===== src/rtl/dl_rom_router.sv =====
// dl_rom_router: turns the hps_io ioctl download stream into registered ROM
// write strobes for the core, counts accepted bytes, holds the core in reset
// while an image is arriving and reports whether the loaded image is valid.
// Optional feature macro: DL_CHECKSUM_EN adds an 8-bit additive checksum that
// must equal CHK_EXP before the image is accepted.
// HOLD_CYC must be at least 1.
module dl_rom_router #(
  parameter int          EXP_BYTES = 40960,
  parameter int          HOLD_CYC  = 16,
  parameter logic [7:0]  CHK_EXP   = 8'h00
) (
  input  logic        clk_sys,
  input  logic        reset_n,
  input  logic        ioctl_download,
  input  logic        ioctl_wr,
  input  logic [24:0] ioctl_addr,
  input  logic [7:0]  ioctl_dout,
  output logic [15:0] dn_addr,
  output logic [7:0]  dn_data,
  output logic        dn_wr,
  output logic        core_reset,
  output logic        rom_ok,
  output logic        dl_err,
  output logic [16:0] byte_cnt
);

  typedef enum logic [2:0] {IDLE, LOAD, HOLD, DONE, ERR} state_t;

  localparam int          HW        = (HOLD_CYC > 1) ? $clog2(HOLD_CYC) : 1;
  localparam logic [HW-1:0] HOLD_LAST = HW'(HOLD_CYC - 1);
  localparam logic [16:0] EXP_CNT   = 17'(EXP_BYTES);
  localparam logic [16:0] CNT_MAX   = 17'h1FFFF;

  state_t        state;
  state_t        state_nxt;
  logic          dl_prev;
  logic          dl_rise;
  logic          load_start;
  logic          accept;
  logic          ovf_hit;
  logic          overflow;
  logic [HW-1:0] hold_cnt;
  logic          chk_ok;
  logic          image_good;

  assign dl_rise    = ioctl_download & ~dl_prev;
  assign accept     = (state == LOAD) & ioctl_wr & (ioctl_addr[24:16] == 9'd0);
  assign ovf_hit    = (state == LOAD) & ioctl_wr & (|ioctl_addr[24:16]);
  assign image_good = (byte_cnt == EXP_CNT) & ~overflow & chk_ok;

  assign core_reset = (state != DONE);
  assign rom_ok     = (state == DONE);
  assign dl_err     = (state == ERR);

`ifdef DL_CHECKSUM_EN
  logic [7:0] chk_sum;

  // Running modulo-256 sum of every byte forwarded to the core
  always_ff @(posedge clk_sys or negedge reset_n) begin
    if (!reset_n) begin
      chk_sum <= 8'h00;
    end else if (load_start) begin
      chk_sum <= 8'h00;
    end else if (accept) begin
      chk_sum <= chk_sum + ioctl_dout;
    end
  end

  assign chk_ok = (chk_sum == CHK_EXP);
`else
  logic unused_chk;
  assign unused_chk = ^CHK_EXP;
  assign chk_ok     = 1'b1;
`endif

  // State register plus download edge history; history resets high so a
  // download left asserted across reset must drop and rise again to restart
  always_ff @(posedge clk_sys or negedge reset_n) begin
    if (!reset_n) begin
      state   <= IDLE;
      dl_prev <= 1'b1;
    end else begin
      state   <= state_nxt;
      dl_prev <= ioctl_download;
    end
  end

  // Next-state logic; load_start marks every entry into LOAD
  always_comb begin
    state_nxt  = state;
    load_start = 1'b0;
    case (state)
      IDLE: begin
        if (dl_rise) begin
          state_nxt  = LOAD;
          load_start = 1'b1;
        end
      end
      LOAD: begin
        if (!ioctl_download) state_nxt = HOLD;
      end
      HOLD: begin
        if (dl_rise) begin
          state_nxt  = LOAD;
          load_start = 1'b1;
        end else if (hold_cnt == HOLD_LAST) begin
          state_nxt = image_good ? DONE : ERR;
        end
      end
      DONE, ERR: begin
        if (dl_rise) begin
          state_nxt  = LOAD;
          load_start = 1'b1;
        end
      end
      default: state_nxt = IDLE;
    endcase
  end

  // One-cycle-delayed ROM write port toward the core
  always_ff @(posedge clk_sys or negedge reset_n) begin
    if (!reset_n) begin
      dn_wr   <= 1'b0;
      dn_addr <= 16'h0000;
      dn_data <= 8'h00;
    end else begin
      dn_wr <= accept;
      if (accept) begin
        dn_addr <= ioctl_addr[15:0];
        dn_data <= ioctl_dout;
      end
    end
  end

  // Saturating accepted-byte counter and sticky overflow flag for this download
  always_ff @(posedge clk_sys or negedge reset_n) begin
    if (!reset_n) begin
      byte_cnt <= 17'd0;
      overflow <= 1'b0;
    end else if (load_start) begin
      byte_cnt <= 17'd0;
      overflow <= 1'b0;
    end else begin
      if (accept && (byte_cnt != CNT_MAX)) byte_cnt <= byte_cnt + 17'd1;
      if (ovf_hit) overflow <= 1'b1;
    end
  end

  // Cycles spent in HOLD; restarts from zero each time HOLD is entered
  always_ff @(posedge clk_sys or negedge reset_n) begin
    if (!reset_n) begin
      hold_cnt <= '0;
    end else if (state == HOLD) begin
      hold_cnt <= hold_cnt + 1'b1;
    end else begin
      hold_cnt <= '0;
    end
  end

endmodule


===== config.mk =====
export PLATFORM = sky130hd
export DESIGN_NAME = dl_rom_router
export DESIGN_NICKNAME = d
export VERILOG_FILES = /design/src/rtl/dl_rom_router.sv
export SDC_FILE = /design/constraint.sdc
export NUM_CORES = 1
export LEC_CHECK = 0
export ABC_CLOCK_PERIOD_IN_PS = 2200
export BUFFER_PORTS_ARGS = -buffer_cell sky130_fd_sc_hd__buf_2
export CELL_PAD_IN_SITES_DETAIL_PLACEMENT = 1
export CELL_PAD_IN_SITES_GLOBAL_PLACEMENT = 1
export CORE_MARGIN = 4
export CORE_UTILIZATION = 25
export DETAILED_ROUTE_END_ITERATION = 10
export PLACE_DENSITY_LB_ADDON = 0.25
export SKIP_LAST_GASP = 1
export SYNTH_ARGS = -nofsm -noshare
export SYNTH_HDL_FRONTEND = slang
export SYNTH_SLANG_ARGS = --single-unit

===== constraint.sdc =====
create_clock -name clk_sys -period 2.2 [get_ports clk_sys]
set_input_delay 0.22 -clock clk_sys [delete_from_list [all_inputs] [get_ports clk_sys]]
set_output_delay 0.22 -clock clk_sys [all_outputs]
set_load 0.1 [all_outputs]

==> impl_results.md, run 1 <==
- Final cell area excluding filler cells: 3350 µm²
- EDFF count, synth: 0
- Final WL: approximately 7400 µm
- Leak pwr: 1.67 nW
- Synth Cell Area: 2460 µm²
- Maximum operating frequency: 0.481 GHz
- Status: finished, final reports clean
- Quantity of I/O buffers inserted on ports: 81
- Initial core utilization: 26.1%
- Initial antenna violation count: 0
- Pwr Total: 1.80 mW
- Chip Height: 107 µm
- Ranking of synthesized cells by area: dfrtp_1 (51%), nand2_1 (12%), o31ai_1 (3.4%), a21oi_1 (3.3%), or4_1 (3.1%)
- Gr usage total: 13.2%
- # diodes: 0
- CP Max Fanout: 12
- # rows: 35
- First-pass GRT wire length: ~12000 µm
- Hold WS: 0.0426 ns
- Worst Setup Start Kind: register
- Core Area: approximately 9400 µm²
- Switching share of total power: between 20% and 30%
- CTS tree: done
- Post-DRT Antenna Nets: 0
- Max Root-Sink Buffers: 2
- CP Class: reg2reg
- Pre-Repair DR Iteration Count: 4
- Hold Fails Final Rpt: 0
- CTS Buf Count: 5
- Worst min-delay path category: in2reg
- Final #Nets: ~400
- Layout filler cell count: 1148
- Synth cell types: 40
- Synth Flop Type: dfrtp_1
- Largest net degree at the start of global routing: 32
- Gate power share: about a tenth
- Later-pin clock latency in the skew report: 0.30 ns
- Pwr Density: 539 nW/µm²
- Placed cell count: 481
- Post-synthesis sequential area ratio: 51.9%
- GP Congestion: 0.768
- Yosys top cell by area: dfrtp_1
- Peak supply drop: 0.252 mV
- Die area: 11500 µm²
- Syn. warnings: 0
- FF-to-FF Start: byte_cnt[5]
- CP Capture Type: register
- Placed Area: 3180 µm²
- Relative slew slack: around 63%
- Fin cells: about 500
- Vias in the first global route: 2472
- Syn nets: 311
- Grt total ovfl: 0
- Slowest cell on the critical path: dfrtp_4
- Critical R2R Capture: byte_cnt[13]
- Boundary Pins: between 80 and 90
- CP cell instances: and4_1, nand4_1, nor2_1, ha_4, inv_8, nand3_4, or4_1, a21oi_1
- Syn_area_per_cell: 9.12 µm²
- DR vias/cell: 4.70
- Pins Over Slew Limit: 0
- Clk sinks: 51
- Clk root buf: clkbuf_8
- H-tree depth: 2
- Drt wl/cell: between 10 and 15 µm
- Yosys reg bits: between 50 and 60
- Worst path arrival time: between 2 and 2.5 ns
- NetSw: roughly 0.45 mW
- Remaining routing DRC violations: 0
- Synth-to-layout area growth: 36.0%
- Period minus WS final: 2.08 ns
- Die X: approximately 110 µm
- Via count: 2328
- CP startpoint: byte_cnt[5]
- Measured slew at the worst slew-check pin: 0.557 ns
- Max-cap violations: 0
- Int Pwr: 1.35 mW
- Crit path capture: byte_cnt[13]
- FFs w/ async S/R, synth: 100%
- DRT iter0 DRCs: 49
- Share of cells above drive strength 1: 38.3%
- Clock power frac: 36.9%
- Gate Count Post-Synth: 270
- Clock skew: 0.0117 ns
- Register share of total power: 53.4%
- Reg2Reg Setup Slack: ~0.12 ns
- Setup violations, final: 0
- Crit share post-route: between 90% and 100%
- Worst hold start: ioctl_download
- Slowest stage delay, CP: about 0.51 ns
- FF-to-FF path depth: 8
- CTS clk-pin slew, worst paths: 0.09 ns
- Share of the synthesized area in the top cell type: 50.8%
- Hpwl dp: 5470 µm
- Worst EP required: 2.43 ns
==> placed cells by master, fill, tap and decap left out, drive strengths merged <==
master / count
a21oi: 16
dfstp: 1
buf: 101
xnor2: 1
and3: 1
clkinvlp: 2
and2: 1
or4: 10
dfrtp: 50
a21boi: 2
and4: 2
a211oi: 1
a31o: 1
a22oi: 1
nand4: 7
nand3: 13
nor3: 1
o31ai: 11
nor4b: 2
dlygate4sd3: 1
nand3b: 1
xor2: 1
nor2: 13
a21o: 2
or3: 3
ha: 4
nor4: 5
nand2b: 2
nand2: 80
o41ai: 1
and4bb: 1
nor2b: 5
mux2: 3
bufinv: 1
o21ai: 4
or2: 1
clkbuf: 6
inv: 8
==> worst max-delay path, delay by kind of cell, from the launching register on <==
kind,cells,cell delay [ns]
AOI/OAI and AO/OA,1,0.13
and+or+nand+nor,5,1.07
DFF,1,0.51
adders and majority gates,1,0.22
buffers and inverters,1,0.08
==> flip-flops by register name, summed over array words and instances (netlist names) <==
register / cells
byte_cnt: 17
dl_prev: 1
dn_addr: 16
dn_data: 8
dn_wr: 1
hold_cnt: 4
overflow: 1
state: 3
==> synthesized netlist by cell type (2+ instances only) <==
master and instances:
nor2b_1 5, nor2_1 13, nand3_1 13, or4_1 10, a21o_1 2, nor4_1 4, dfrtp_1 50, buf_2 2
clkbuf_1 10, inv_1 9, ha_1 4, or3_1 3, nand4_1 6, nand2b_1 2, nand2_1 80, mux2_2 3
and4_1 2, o21ai_0 4, a21oi_1 16, o31ai_1 11, nor4b_1 2
==> area by class of cell <==
cell class	instances	area, µm²	area share, %
Sequential cell	51	1320	39.3
Clock inverter	2	37.5	1.12
Multi-Input combinational cell	196	1120	33.6
Tap cell	129	161	4.82
Clock buffer	6	72.6	2.17
Inverter	9	45.0	1.35
Timing Repair Buffer	102	591	17.6
==> power groups by stage <==
stage               Combinational (mW)  Clock [mW]  Sequential [mW]
finish                           0.175       0.664            0.963
global placement                 0.174           0            0.983
global route                     0.196       0.732            0.966
floorplan                       0.0638           0             1.00
detailed placement               0.177           0            0.983
CTS                              0.179       0.703            0.964
==> through the flow <==
step	setup WS [ns]	utilization (%)	setup TNS, ns
3_5_place_dp	0.0465	33.8	0
2_1_floorplan	-0.209	-	-1.12
5_1_grt	-0.0117	35.5	-0.0117
3_3_place_gp	0.102	33.8	0
4_1_cts	0.0265	35.0	0
6_report	0.120	35.5	0
==> timing repair <==
action | CTS | global route
setup endpoints to repair | 0 | 7
hold buffers | 1 | 0
resized for setup | 0 | 1
endpoints found under the hold margin | 19 | 0
setup buffers | 0 | 5
==> kinds of logic (layout without fill, tap and decap cells) <==
logic type / count (synthesis) / in the layout / synth area share [%]
xor gates and xnor gates: 2 / 2 / 0.712
AOI/OAI and AO/OA: 39 / 39 / 9.97
and+or+nand+nor: 148 / 148 / 30.1
DFF: 51 / 51 / 51.9
buffers and inverters: 23 / 119 / 3.91
muxes: 3 / 3 / 1.37
adders and majority gates: 4 / 4 / 2.03
==> how the worst min path moves through the flow <==
stage / to / cells after the start
3_3_place_gp: byte_cnt[10] / 1
6_report: dl_prev / 1
3_5_place_dp: byte_cnt[15] / 1
2_1_floorplan: byte_cnt[10] / 0
4_1_cts: dl_prev / 1
5_1_grt: dl_prev / 1
==> per-layer routing <==
metal  vias up  track usage (%)  routed length, µm
met4         0             1.37                 14
met1      1144             16.8               3300
li1       1116                -                  -
met2        66             22.5               3500
met3         2             4.15                541
met5         -                0                  0
No activity file was read; power rests on OpenSTA's default activity.
==> run 2: changes to the inputs <==
SETUP_SLACK_MARGIN = 0.4   (was default)
==> impl_results.md, run 2 (same netlist as run 1, synthesis figures left out) <==
- CP cell instances: and4_4, nand4_1, nor2_2, ha_4, inv_8, nand3_4, or4_1, a21oi_1
- Remaining routing DRC violations: 0
- Final #Nets: 431
- Maximum operating frequency: 0.517 GHz
- Slowest stage delay, CP: around 0.48 ns
- Vias in the first global route: 2542
- H-tree depth: 2
- Setup violations, final: 0
- DR vias/cell: approximately 4.6
- Later-pin clock latency in the skew report: 0.30 ns
- Final WL: 7730 µm
- GP Congestion: 0.765
- Largest regs: byte_cnt (17), dn_addr (16), dn_data (8)
- Chip Height: 107 µm
- Grt total ovfl: 0
- Initial core utilization: 26.1%
- First-pass GRT wire length: roughly 13000 µm
- Peak supply drop: 0.294 mV
- Worst min-delay path category: in2reg
- Reg with most FFs: byte_cnt
- Max Root-Sink Buffers: 2
- # diodes: 0
- Pins Over Slew Limit: 0
- Worst EP required: 2.43 ns
- CTS clk-pin slew, worst paths: 0.10 ns
- Initial antenna violation count: 0
- Die area: around 11000 µm²
- Clock skew: ~0.011 ns
- Synth-to-layout area growth: 49.8%
- Worst hold start: ioctl_download
- Most common cell after layout, fill and taps aside: nand2_1
- Boundary Pins: about 80
- Slowest cell on the critical path: dfrtp_4
- Crit share post-route: ~90%
- Leak pwr: 1.86 nW
- Pre-Repair DR Iteration Count: 4
- CP Capture Type: register
- Worst Hold Depth: 1
- Max-cap violations: 0
- FF-to-FF Start: byte_cnt[8]
- Max reg flops: 17
- Final setup TNS: 0 ns
- Reg2Reg Setup Slack: 0.27 ns
- Most frequent cells in the layout: nand2_1 (79), buf_2 (78), buf_4 (38)
- Most Crowded Layer GR: met2
- Period minus WS final: approximately 1.9 ns
- Relative slew slack: 66.4%
- Met1 Resource Use GR: 17.0%
- # rows: 35
- Met3 Resource Use GR: 4.03%
- Die X: 107 µm
- RSZ-0062 raised after global routing: yes
- Core Area: 9420 µm²
- Layout filler cell count: 1105
- Largest net degree at the start of global routing: 35
- Worst path arrival time: approximately 2.2 ns
- CP Max Fanout: 6
- Status: finished, final reports clean
- Pwr Density: 492 nW/µm²
- Critical R2R Capture: byte_cnt[9]
- Post-DRT Antenna Nets: 0
- Hold Path Sink: dl_prev
- Hold Fails Final Rpt: 0
- Gr usage total: a little over an eighth
- CP Class: reg2reg
- Drt wl/cell: between 10 and 15 µm
- CTS Buf Count: 5
- Met2 usage: 23.7%
- Clk sinks: 51
- Clk root buf: clkbuf_8
- Hpwl dp: 5460 µm
- CTS tree: done
- Measured slew at the worst slew-check pin: 0.507 ns
- Worst Setup Start Kind: register
- FF-to-FF path depth: 8
- Via count: 2392
- Pwr Total: 1.81 mW
- Quantity of I/O buffers inserted on ports: 81
- DRT iter0 DRCs: 56
- Share of cells above drive strength 1: 47.1%
run 2: changes by cell type in the layout (fill, tap and decap cells not counted), sizes merged:
cell / change
buf: +22
clkbuf: +1
clkinv: +2
clkinvlp: -1
nand3: +1
run 2: report_power, final:
group          leakage (nW)  internal, mW  switching [mW]
Combinational          1.12        0.0650           0.114
Clock                0.0581         0.339           0.332
Sequential            0.674         0.953          0.0103
Total                  1.86          1.36           0.455
run 2: final cells by class:
| class | instances | area (µm²) | share of cell area, % |
|---|---|---|---|
| flip-flops and latches | 51 | 1320 | 35.9 |
| multi-input cells | 197 | 1220 | 33.2 |
| repair buffers | 126 | 818 | 22.2 |
| well taps | 129 | 161 | 4.38 |
| clock buffers | 5 | 68.8 | 1.87 |
| inverters | 9 | 45.0 | 1.22 |
| clock inverters | 3 | 43.8 | 1.19 |
run 2: critical path, delay by kind of cell, from the launching register on:
kind | cells | cell delay [ns]
AOI/OAI and AO/OA | 1 | 0.13
adders and majority gates | 1 | 0.20
buffers and inverters | 1 | 0.07
DFF | 1 | 0.48
and+or+nand+nor | 5 | 0.99
run 2: stage by stage:
step / hold WS [ns] / cells / utilization (%) / area, µm² / worst slack, ns
3_5_place_dp: 0.200 / 482 / 34.1 / 3210 / 0.0200
4_1_cts: 0.00753 / 508 / 37.6 / 3540 / 0.197
6_report: 0.0238 / 520 / 39.1 / 3690 / 0.265
5_1_grt: 0.00811 / 520 / 39.1 / 3690 / 0.185
2_1_floorplan: -0.0756 / 270 / - / 2580 / -0.206
3_3_place_gp: 0.207 / 482 / 34.1 / 3210 / 0.0774
run 2: how the worst max path moves through the flow:
stage | from | slack (ns) | end
after floorplan | byte_cnt[5] | -0.21 | byte_cnt[11]
after global placement | byte_cnt[5] | 0.08 | byte_cnt[13]
after detailed placement | byte_cnt[7] | 0.02 | byte_cnt[13]
after CTS | byte_cnt[2] | 0.20 | byte_cnt[13]
after global routing | byte_cnt[8] | 0.18 | byte_cnt[13]
final | byte_cnt[8] | 0.27 | byte_cnt[9]
run 2: layer usage:
metal	wire (µm)	vias up	part of all wire, %
met3	488	4	6.3
met4	65	0	0.84
met5	0	-	0
met1	3400	1156	44
met2	3780	60	49
li1	-	1172	-
run 2: what timing repair did:
item | CTS | global route
hold buffers | 1 | 0
pin swaps | 10 | 10
gates cloned | 1 | 1
setup endpoints to repair | 19 | 19
hold endpoints to repair | 17 | 0
resized for setup | 16 | 12
setup buffers | 16 | 11
==> run 3: changes to the inputs <==
CTS_BUF_LIST = sky130_fd_sc_hd__clkbuf_16   (was default)
==> impl_results.md, run 3 (same netlist as run 1, synthesis figures left out) <==
- Crit share post-route: 89.3%
- Chip Height: 107 µm
- Register share of total power: 47.4%
- Via count: 2424
- Hpwl dp: 5460 µm
- Pwr Total: 2.03 mW
- Worst hold start: ioctl_download
- Met2 usage: a little under a quarter
- Final cell area excluding filler cells: ~3700 µm²
- FF-to-FF Start: byte_cnt[9]
- Setup violations, final: 0
- Max Root-Sink Buffers: 2
- Placed Area: roughly 3200 µm²
- Top Family by Delay on Critical Path: simple AND/OR/NAND/NOR gates
- Buf+Inv Stages, Crit Path: 1
- Met1 Resource Use GR: 17.0%
- Area occupied by multi-input gates: 1230 µm²
- Leak pwr: 1.87 nW
- # rows: 35
- H-tree depth: 2
- CP Max Fanout: 6
- Clock power frac: 43.9%
- Layout filler cell count: 1094
- Later-pin clock latency in the skew report: just under 0.3 ns
- Hold Path Sink: dl_prev
- Maximum operating frequency: 0.509 GHz
- First-pass GRT wire length: 12900 µm
- Vias in the first global route: 2604
- Hold WS: 0.0454 ns
- Max-cap violations: 0
- CTS Buf Count: 5
- Worst path arrival time: 2.18 ns
- Gate power share: about 8.8%
- Int Pwr: 1.55 mW
- Worst Setup Start Kind: register
- RSZ-0062 raised after global routing: yes
- Final setup TNS: 0 ns
- Largest regs: byte_cnt (17), dn_addr (16), dn_data (8)
- CTS tree: done
- GP Congestion: 0.765
- Boundary Pins: around 80
- Final WL: roughly 8000 µm
- Quantity of I/O buffers inserted on ports: between 80 and 90
- Hold Fails Final Rpt: 0
- Worst EP required: 2.41 ns
- Pwr Density: 546 nW/µm²
- NetSw: 0.480 mW
- CTS clk-pin slew, worst paths: around 0.07 ns
- Gr usage total: 13.9%
- Sequential cell area: around 1300 µm²
- CP cell instances: and4_4, nand4_1, nor2_2, ha_4, inv_8, nand3_2, or4_1, a21oi_1
- Largest net degree at the start of global routing: 35
- Die X: between 100 and 150 µm
- Max reg flops: 17
- Status: finished, final reports clean
- Period minus WS final: about 2 ns
- Slowest stage delay, CP: 0.47 ns
- Final #Nets: 429
- WP depth: 8
- Die area: between 10000 and 15000 µm²
- Initial antenna violation count: 0
- Worst min-delay path category: in2reg
- Reg2Reg Setup Slack: 0.24 ns
- FF-to-FF path depth: 8
- Initial core utilization: between 20% and 30%
- Post-DRT Antenna Nets: 0
- # diodes: 0
- Clk root buf: clkbuf_16
- Critical R2R Capture: byte_cnt[15]
- Met3 Resource Use GR: 4.15%
- DRT iter0 DRCs: 50
- Core Area: 9420 µm²
- Slowest cell on the critical path: dfrtp_4
- Worst Hold Depth: 1
- Most frequent cells in the layout: nand2_1 (79), buf_2 (79), buf_4 (37)
- CP Capture Type: register
- Peak supply drop: approximately 0.37 mV
- Pre-Repair DR Iteration Count: 4
- Measured slew at the worst slew-check pin: 0.507 ns
- Grt total ovfl: 0
- Drt wl/cell: 15.3 µm
- Synth-to-layout area growth: 51.4%
- Share of cells above drive strength 1: a little under half
- Relative slew slack: 66.4%
- Switching share of total power: 23.6%
- CP Class: reg2reg
- Clock skew: 0.00738 ns
- Remaining routing DRC violations: 0
- Most Crowded Layer GR: met2
- DR vias/cell: 4.68
- Pins Over Slew Limit: 0
- Clk sinks: 51
- Reg with most FFs: byte_cnt
-- run 3: cell count changes in the layout (fill, tap and decap cells not counted), sizes merged --
cell  delta
buf      -2
-- run 3: final cells by class --
class,instances,area share [%]
clock buffer,5,3.36
clock inverter,3,1.18
inverter,9,1.21
multi-input combinational,197,33.1
sequential,51,35.5
tap,129,4.33
timing repair buffer,124,21.3
-- run 3: worst max path at each step --
stage | endpoint | start
6_report | byte_cnt[15] | byte_cnt[9]
5_1_grt | byte_cnt[15] | byte_cnt[9]
4_1_cts | byte_cnt[13] | byte_cnt[2]
3_5_place_dp | byte_cnt[13] | byte_cnt[7]
3_3_place_gp | byte_cnt[13] | byte_cnt[5]
2_1_floorplan | byte_cnt[11] | byte_cnt[5]
-- run 3: timing repair --
item	4_1_cts	5_1_grt
hold buffers	1	0
gates resized for setup	15	15
hold endpoints to repair	17	0
endpoints found under the setup margin	18	19
setup buffers	14	11
pin swaps	10	9
cloned	1	1
-- run 3: worst register-to-register path, stage by stage (launching register included) --
cell     delay, ns
dfrtp_4       0.47
and4_4        0.19
nand4_1       0.17
nor2_2        0.07
ha_4          0.20
inv_8         0.08
nand3_2       0.13
or4_1         0.45
a21oi_1       0.14
-- run 3: power groups by stage --
stage	clock [mW]	sequential, mW	combinational [mW]
after floorplan	0	1.00	0.0647
after global placement	0	0.983	0.175
after detailed placement	0	0.983	0.176
after CTS	0.918	0.964	0.181
after global routing	0.955	0.966	0.198
final	0.892	0.964	0.178
-- run 3: metrics by stage --
stage          worst slack (ns)  utilization (%)  instances
6_report                  0.236             39.6        518
3_3_place_gp             0.0774             34.1        482
3_5_place_dp             0.0200             34.1        482
2_1_floorplan            -0.206                -        270
4_1_cts                   0.211             38.0        506
5_1_grt                   0.175             39.6        518
-- run 3: routing by layer --
metal	up-vias	part of all wire, %
met3	8	6.5
met1	1184	43
li1	1169	-
met2	63	48
met5	-	0
met4	0	1.8
